===== config.mk =====
export PLATFORM = sky130hd
export DESIGN_NAME = hs32_intctl_flat
export DESIGN_NICKNAME = d
export VERILOG_FILES = /design/src/rtl/hs32_intctl_pkg.sv /design/src/rtl/hs32_intctl_if.sv /design/src/rtl/hs32_prio24.sv /design/src/rtl/hs32_intctl.sv /design/src/flat_wrapper.sv
export SDC_FILE = /design/constraint.sdc
export NUM_CORES = 2
export LEC_CHECK = 0
export BUFFER_PORTS_ARGS = -buffer_cell sky130_fd_sc_hd__buf_2
export CELL_PAD_IN_SITES_DETAIL_PLACEMENT = 1
export CELL_PAD_IN_SITES_GLOBAL_PLACEMENT = 1
export CORE_ASPECT_RATIO = 2
export CORE_MARGIN = 3
export CORE_UTILIZATION = 51
export CTS_BUF_LIST = sky130_fd_sc_hd__clkbuf_16
export CTS_CLUSTER_DIAMETER = 30
export DETAILED_ROUTE_END_ITERATION = 8
export PLACE_DENSITY = 0.79
export SYNTH_ARGS = -nofsm -noshare
export SYNTH_HDL_FRONTEND = slang
export SYNTH_SLANG_ARGS = --single-unit

===== constraint.sdc =====
create_clock -name i_clk -period 6.8 [get_ports i_clk]
set_input_delay 1.36 -clock i_clk [delete_from_list [all_inputs] [get_ports i_clk]]
set_output_delay 1.36 -clock i_clk [all_outputs]
set_load 0.02 [all_outputs]

===== src/rtl/hs32_intctl_pkg.sv =====
// hs32_intctl_pkg: shared register map indices and FSM encodings for the interrupt controller
package hs32_intctl_pkg;
  localparam logic [4:0] REG_EN = 5'd24;
  localparam logic [4:0] REG_NMI = 5'd25;
  localparam logic [4:0] REG_PEND = 5'd26;
  localparam logic [4:0] REG_STAT = 5'd27;
  typedef enum logic {IDLE, REQ} state_t;
endpackage


===== src/rtl/hs32_intctl_if.sv =====
// hs32_intctl_if: single-cycle memory-mapped slave port of the interrupt controller
interface hs32_intctl_if;
  logic [6:0] s_addr;
  logic s_rw;
  logic [31:0] s_din;
  logic [31:0] s_dout;
  logic s_valid;
  logic s_ready;
  modport master(output s_addr, s_rw, s_din, s_valid, input s_dout, s_ready);
  modport slave(input s_addr, s_rw, s_din, s_valid, output s_dout, s_ready);
endinterface


===== src/rtl/hs32_prio24.sv =====
// hs32_prio24: fixed-priority encoder, lowest set index wins
module hs32_prio24 (
  input logic [23:0] req,
  output logic any,
  output logic [4:0] idx
);
  always_comb begin
    idx = 5'd0;
    for (int i = 23; i >= 0; i--) if (req[i]) idx = 5'(i);
  end
  assign any = |req;
endmodule


===== src/rtl/hs32_intctl.sv =====
// hs32_intctl: vectored interrupt controller with edge-latched pending bits, masks and ISR table
module hs32_intctl
  import hs32_intctl_pkg::*;
#(
  parameter int NLINES = 24,
  parameter logic [NLINES-1:0] RESET_EN = '0
) (
  input logic i_clk,
  input logic reset,
  input logic [NLINES-1:0] interrupts,
  input logic iack,
  output logic intrq,
  output logic [4:0] vec,
  output logic [31:0] handler,
  output logic nmi,
  hs32_intctl_if.slave bus
);
  state_t state, state_nx;
  logic [NLINES-1:0] prev, pend, en, nmi_mask, set, clr, elig;
  logic [31:0] tbl [NLINES];
  logic [31:0] rdata;
  logic [4:0] widx, nmi_idx, all_idx, sel;
  logic wr, nmi_any, all_any, load;
  assign widx = bus.s_addr[6:2];
  assign wr = bus.s_valid && bus.s_rw;
  assign set = interrupts & ~prev;
  // new edges are OR-ed in after the clear so a same-cycle edge re-pends the line
  assign clr = (state == REQ && iack ? NLINES'(1) << vec : '0)
             | (wr && widx == REG_PEND ? bus.s_din[NLINES-1:0] : '0);
  assign elig = pend & (en | nmi_mask);
  assign intrq = state == REQ;
  assign sel = nmi_any ? nmi_idx : all_idx;
  hs32_prio24 u_prio_nmi (.req(24'(elig & nmi_mask)), .any(nmi_any), .idx(nmi_idx));
  hs32_prio24 u_prio_all (.req(24'(elig)), .any(all_any), .idx(all_idx));
  always_comb begin
    state_nx = state;
    load = 1'b0;
    if (state == IDLE && all_any) begin
      state_nx = REQ;
      load = 1'b1;
    end else if (state == REQ && iack) state_nx = IDLE;
  end
  always_comb begin
    rdata = '0;
    if (widx < 5'(NLINES)) rdata = tbl[widx];
    else if (widx == REG_EN) rdata = 32'(en);
    else if (widx == REG_NMI) rdata = 32'(nmi_mask);
    else if (widx == REG_PEND) rdata = 32'(pend);
    else if (widx == REG_STAT) rdata = {26'b0, state == REQ, vec};
  end
  always_ff @(posedge i_clk) begin
    if (!reset) state <= IDLE;
    else state <= state_nx;
  end
  always_ff @(posedge i_clk) begin
    if (!reset) begin
      prev <= '0;
      pend <= '0;
      en <= RESET_EN;
      nmi_mask <= '0;
      vec <= '0;
      handler <= '0;
      nmi <= 1'b0;
      bus.s_ready <= 1'b0;
      bus.s_dout <= '0;
      for (int i = 0; i < NLINES; i++) tbl[i] <= '0;
    end else begin
      prev <= interrupts;
      pend <= (pend & ~clr) | set;
      bus.s_ready <= bus.s_valid;
      bus.s_dout <= bus.s_valid && !bus.s_rw ? rdata : '0;
      // request outputs freeze once latched; later table or mask writes do not disturb them
      if (load) begin
        vec <= sel;
        handler <= tbl[sel];
        nmi <= nmi_mask[sel];
      end
      if (wr && widx < 5'(NLINES)) tbl[widx] <= bus.s_din;
      if (wr && widx == REG_EN) en <= bus.s_din[NLINES-1:0];
      if (wr && widx == REG_NMI) nmi_mask <= bus.s_din[NLINES-1:0];
    end
  end
endmodule

===== src/flat_wrapper.sv =====
// flat-port wrapper written by rule: the top's interface ports become plain ports
module hs32_intctl_flat import hs32_intctl_pkg::*;
#(
  parameter int NLINES = 24,
  parameter logic [NLINES-1:0] RESET_EN = '0
)
  (i_clk, reset, interrupts, iack, intrq, vec, handler, nmi, bus_s_addr, bus_s_rw, bus_s_din, bus_s_valid, bus_s_dout, bus_s_ready);
  hs32_intctl_if bus_i ();
  input logic i_clk;
  input logic reset;
  input logic [NLINES-1:0] interrupts;
  input logic iack;
  output logic intrq;
  output logic [4:0] vec;
  output logic [31:0] handler;
  output logic nmi;
  input wire logic [$bits(bus_i.s_addr)-1:0] bus_s_addr;
  input wire logic [$bits(bus_i.s_rw)-1:0] bus_s_rw;
  input wire logic [$bits(bus_i.s_din)-1:0] bus_s_din;
  input wire logic [$bits(bus_i.s_valid)-1:0] bus_s_valid;
  output wire logic [$bits(bus_i.s_dout)-1:0] bus_s_dout;
  output wire logic [$bits(bus_i.s_ready)-1:0] bus_s_ready;
  assign bus_i.s_addr = bus_s_addr;
  assign bus_i.s_rw = bus_s_rw;
  assign bus_i.s_din = bus_s_din;
  assign bus_i.s_valid = bus_s_valid;
  assign bus_s_dout = bus_i.s_dout;
  assign bus_s_ready = bus_i.s_ready;
  hs32_intctl #(.NLINES(NLINES), .RESET_EN(RESET_EN)) u_core (.i_clk(i_clk), .reset(reset), .interrupts(interrupts), .iack(iack), .intrq(intrq), .vec(vec), .handler(handler), .nmi(nmi), .bus(bus_i));
endmodule

==> metrics.yaml <==
syn_avg_cell_area_um2: 11.64
antenna_found_initial: 24
area_delta_synth_final_pct: 14.50
post-route-period-util_pct: 75.04
r2r_cells: 10
grtUsageTotal_pct: 41.88
ys_types: 67
pwr-share-clk_pct: 47.1
synth.most_common_cell: "and2_1"
start_kind: "flop"
rrSetupSlack_ns: 1.70
p_int_mw: 11.50
finish.utilization_pct: 58.83
wl_um: 207900
syn_area_um2: 48240
vias_per_cell: 7.193
multi_input_area_um2: 20620
grt_pass1_wl_um: 290900
rsz0062_at_grt: "no"
holdCritPathClass: "flop to flop"
syn-num-nets: 4212
crit_fanout: 71
grt_max_degree: 90
cts_resized: 0
layout-drive-gt1-share_pct: 18.89
tightest_slew_ns: 1.562
powerDensity_nw_per_um2: 279.9
rr_endpoint: "u_core.handler[1]"
crit_arrival_ns: 5.68
cp.required_ns: 7.38
timing.fmax_mhz: 196.0
fin_skew_ns: 0.03750
max-clock-path-buffers: 3
hold_viol_final: 0
post-cts-setup-buffers: 0
max_stage_delay_ns: 0.96
port_buffers: 137
synthTopCellsByArea: "edfxtp_1 (48%), mux4_2 (11%), and2_1 (10%), dfxtp_1 (7.0%), nand2_1 (5.2%)"
clk_latency_ns: 0.77
drv_cap: 3
stdcell_count: 5510
design.core.area_um2: 93900
endpoint_kind: "flop"
drt_first_pass_iters: 5
ios: 140
synthArstFlopShare_pct: 0
drc: 0
dieArea_um2: 98540
p_leak_nw: 19.63
p_comb_share_pct: 9.7
hold_start: "u_core.prev[18]"
overflow: 0
synth_edf_count: 768
yosysSeqAreaShare_pct: 54.78
min_period_ns: 5.103
crit_start: "u_core.nmi_mask[4]"
power_switching_share_pct: 25.60
post-route-worst-setup-slack_ns: 1.697
reg2reg_from: "u_core.nmi_mask[4]"
hpwl_um: 126500
crit_type: "flop to flop"
cp_common_cell: "a31oi_1"
clkTransAtPathRegs_ns: 0.05
fp.dieW_um: 223.5
maxSlewViolCount: 40
critPathSlowestCell: "nand2_8"
synthTopCellsByCount: "and2_1 (778), edfxtp_1 (768), nand2_1 (670), clkbuf_1 (259), mux4_2 (228)"
holdWs_ns: 0.4175
ir_drop_uv: 292.8
dp_slack_ns: 1.832
cts_tree: "yes"
fillers: 9448
ant_nets: 0
cts-root-buf: "clkbuf_16"
crit_end: "u_core.handler[1]"
syn_inst: 4144
path_cells: "o21ai_1 > o21ai_0 > a31oi_1 > nand4_2 > nand2_8 > buf_12 > mux2i_1 > o22ai_1 > a221oi_1 > a31oi_1"
cts_sinks: 936
initial_core_util_pct: 51.38
gp_congestion: 0.9309
maxSlewHeadroom_pct: -4.164
hold_buffers: 0
synth_ff_type: "edfxtp_1"
wl_per_cell_um: 37.74
synth_top_area_share_pct: 47.80
htreeDepth: 4
ys_warn_count: 0
power.switching_mw: 3.959
ys_seq_elements: 936
cts_buffers: 134
via_count: 39640
status: "complete, but fails checks"
setup-tns-final_ns: 0
first_iter_violations: 5065
fin_nets: 4243
seq_area_um2: 26430
failed_checks: "capacitance limit, slew limit"
dp_cells: 5245
die-height_um: 441.0
final-setup-viol-count: 0
p_seq_share_pct: 43.3
yosysTopAreaCell: "edfxtp_1"
num_rows: 159
grt_pass1_vias: 41620
-- sequential cells by signal, summed over array words and instances (netlist names) --
register,flops
u_core.en,24
u_core.nmi_mask,24
u_core.vec,5
u_core.nmi,1
u_core.bus.s_ready,1
u_core.bus.s_dout,32
u_core.pend,24
u_core.tbl,768
u_core.prev,24
u_core.intrq,1
u_core.handler,32
-- placed cells by master (no fill, tap or decap), drive strengths merged, types with 38 or more instances in the layout --
master	netlist	routed
o21ai	111	111
mux4	228	228
and2	778	778
clkbuf	259	142
nor2	83	83
a221oi	38	38
edfxtp	768	768
dfxtp	168	168
a21oi	163	163
a211oi	39	39
a22oi	44	44
inv	28	61
nand2	673	673
clkinv	1	42
nand4	44	44
mux2i	115	115
a32oi	44	44
buf	113	267
a31oi	73	73
nand3	123	123
-- worst max-delay path, delay by kind of cell (launching register included) --
family | cells | cell delay, ns
buf+inv | 1 | 0.37
simple gates | 2 | 1.76
flops | 1 | 0.43
mux | 1 | 0.25
compound gates | 6 | 1.91
-- power groups by stage --
stage          registers, mW  clock network (mW)  logic [mW]
2_1_floorplan           6.74                   0       0.810
3_3_place_gp            6.76                   0        1.39
3_5_place_dp            6.79                   0        1.42
4_1_cts                 6.68                7.29        1.44
5_1_grt                 6.71                7.53        1.53
6_report                6.69                7.28        1.49
-- how the worst min path moves through the flow --
stage | slack, ns | cells past startpoint | to
floorplan | 0.40 | 1 | u_core.pend[0]
global placement | 0.40 | 1 | u_core.pend[18]
detailed placement | 0.41 | 1 | u_core.pend[2]
CTS | 0.42 | 1 | u_core.pend[18]
global route | 0.44 | 1 | u_core.pend[6]
finish | 0.42 | 1 | u_core.pend[18]
-- through the flow --
stage                     area [µm²]  total power [mW]
after detailed placement       50540             8.206
final                          55240             15.46
after CTS                      55170             15.41
after floorplan                48240             7.550
after global placement         50540             8.142
after global routing           55190             15.76
-- cells by family after synthesis --
family / after synthesis / share of synthesized area, %
mux: 365 / 13.54
flops: 936 / 54.78
simple gates: 1793 / 19.11
compound gates: 649 / 9.002
buf+inv: 401 / 3.566
-- cell type report --
class	count	area share (%)
antenna	21	0.09513
clock buffer	142	6.433
clock inverter	101	1.957
inverter	29	0.1993
multi-input combinational	2807	37.32
sequential	936	47.84
tap	1207	2.734
timing repair buffer	267	3.420
-- layer usage --
metal | vias to the layer above | track usage (%) | part of all wire (%)
li1 | 15330 | - | -
met5 | - | 0.2016 | 0.044
met2 | 3208 | 68.14 | 47
met4 | 12 | 38.64 | 11
met3 | 1253 | 12.65 | 11
met1 | 19830 | 43.07 | 30
No activity file was read; power rests on OpenSTA's default activity.
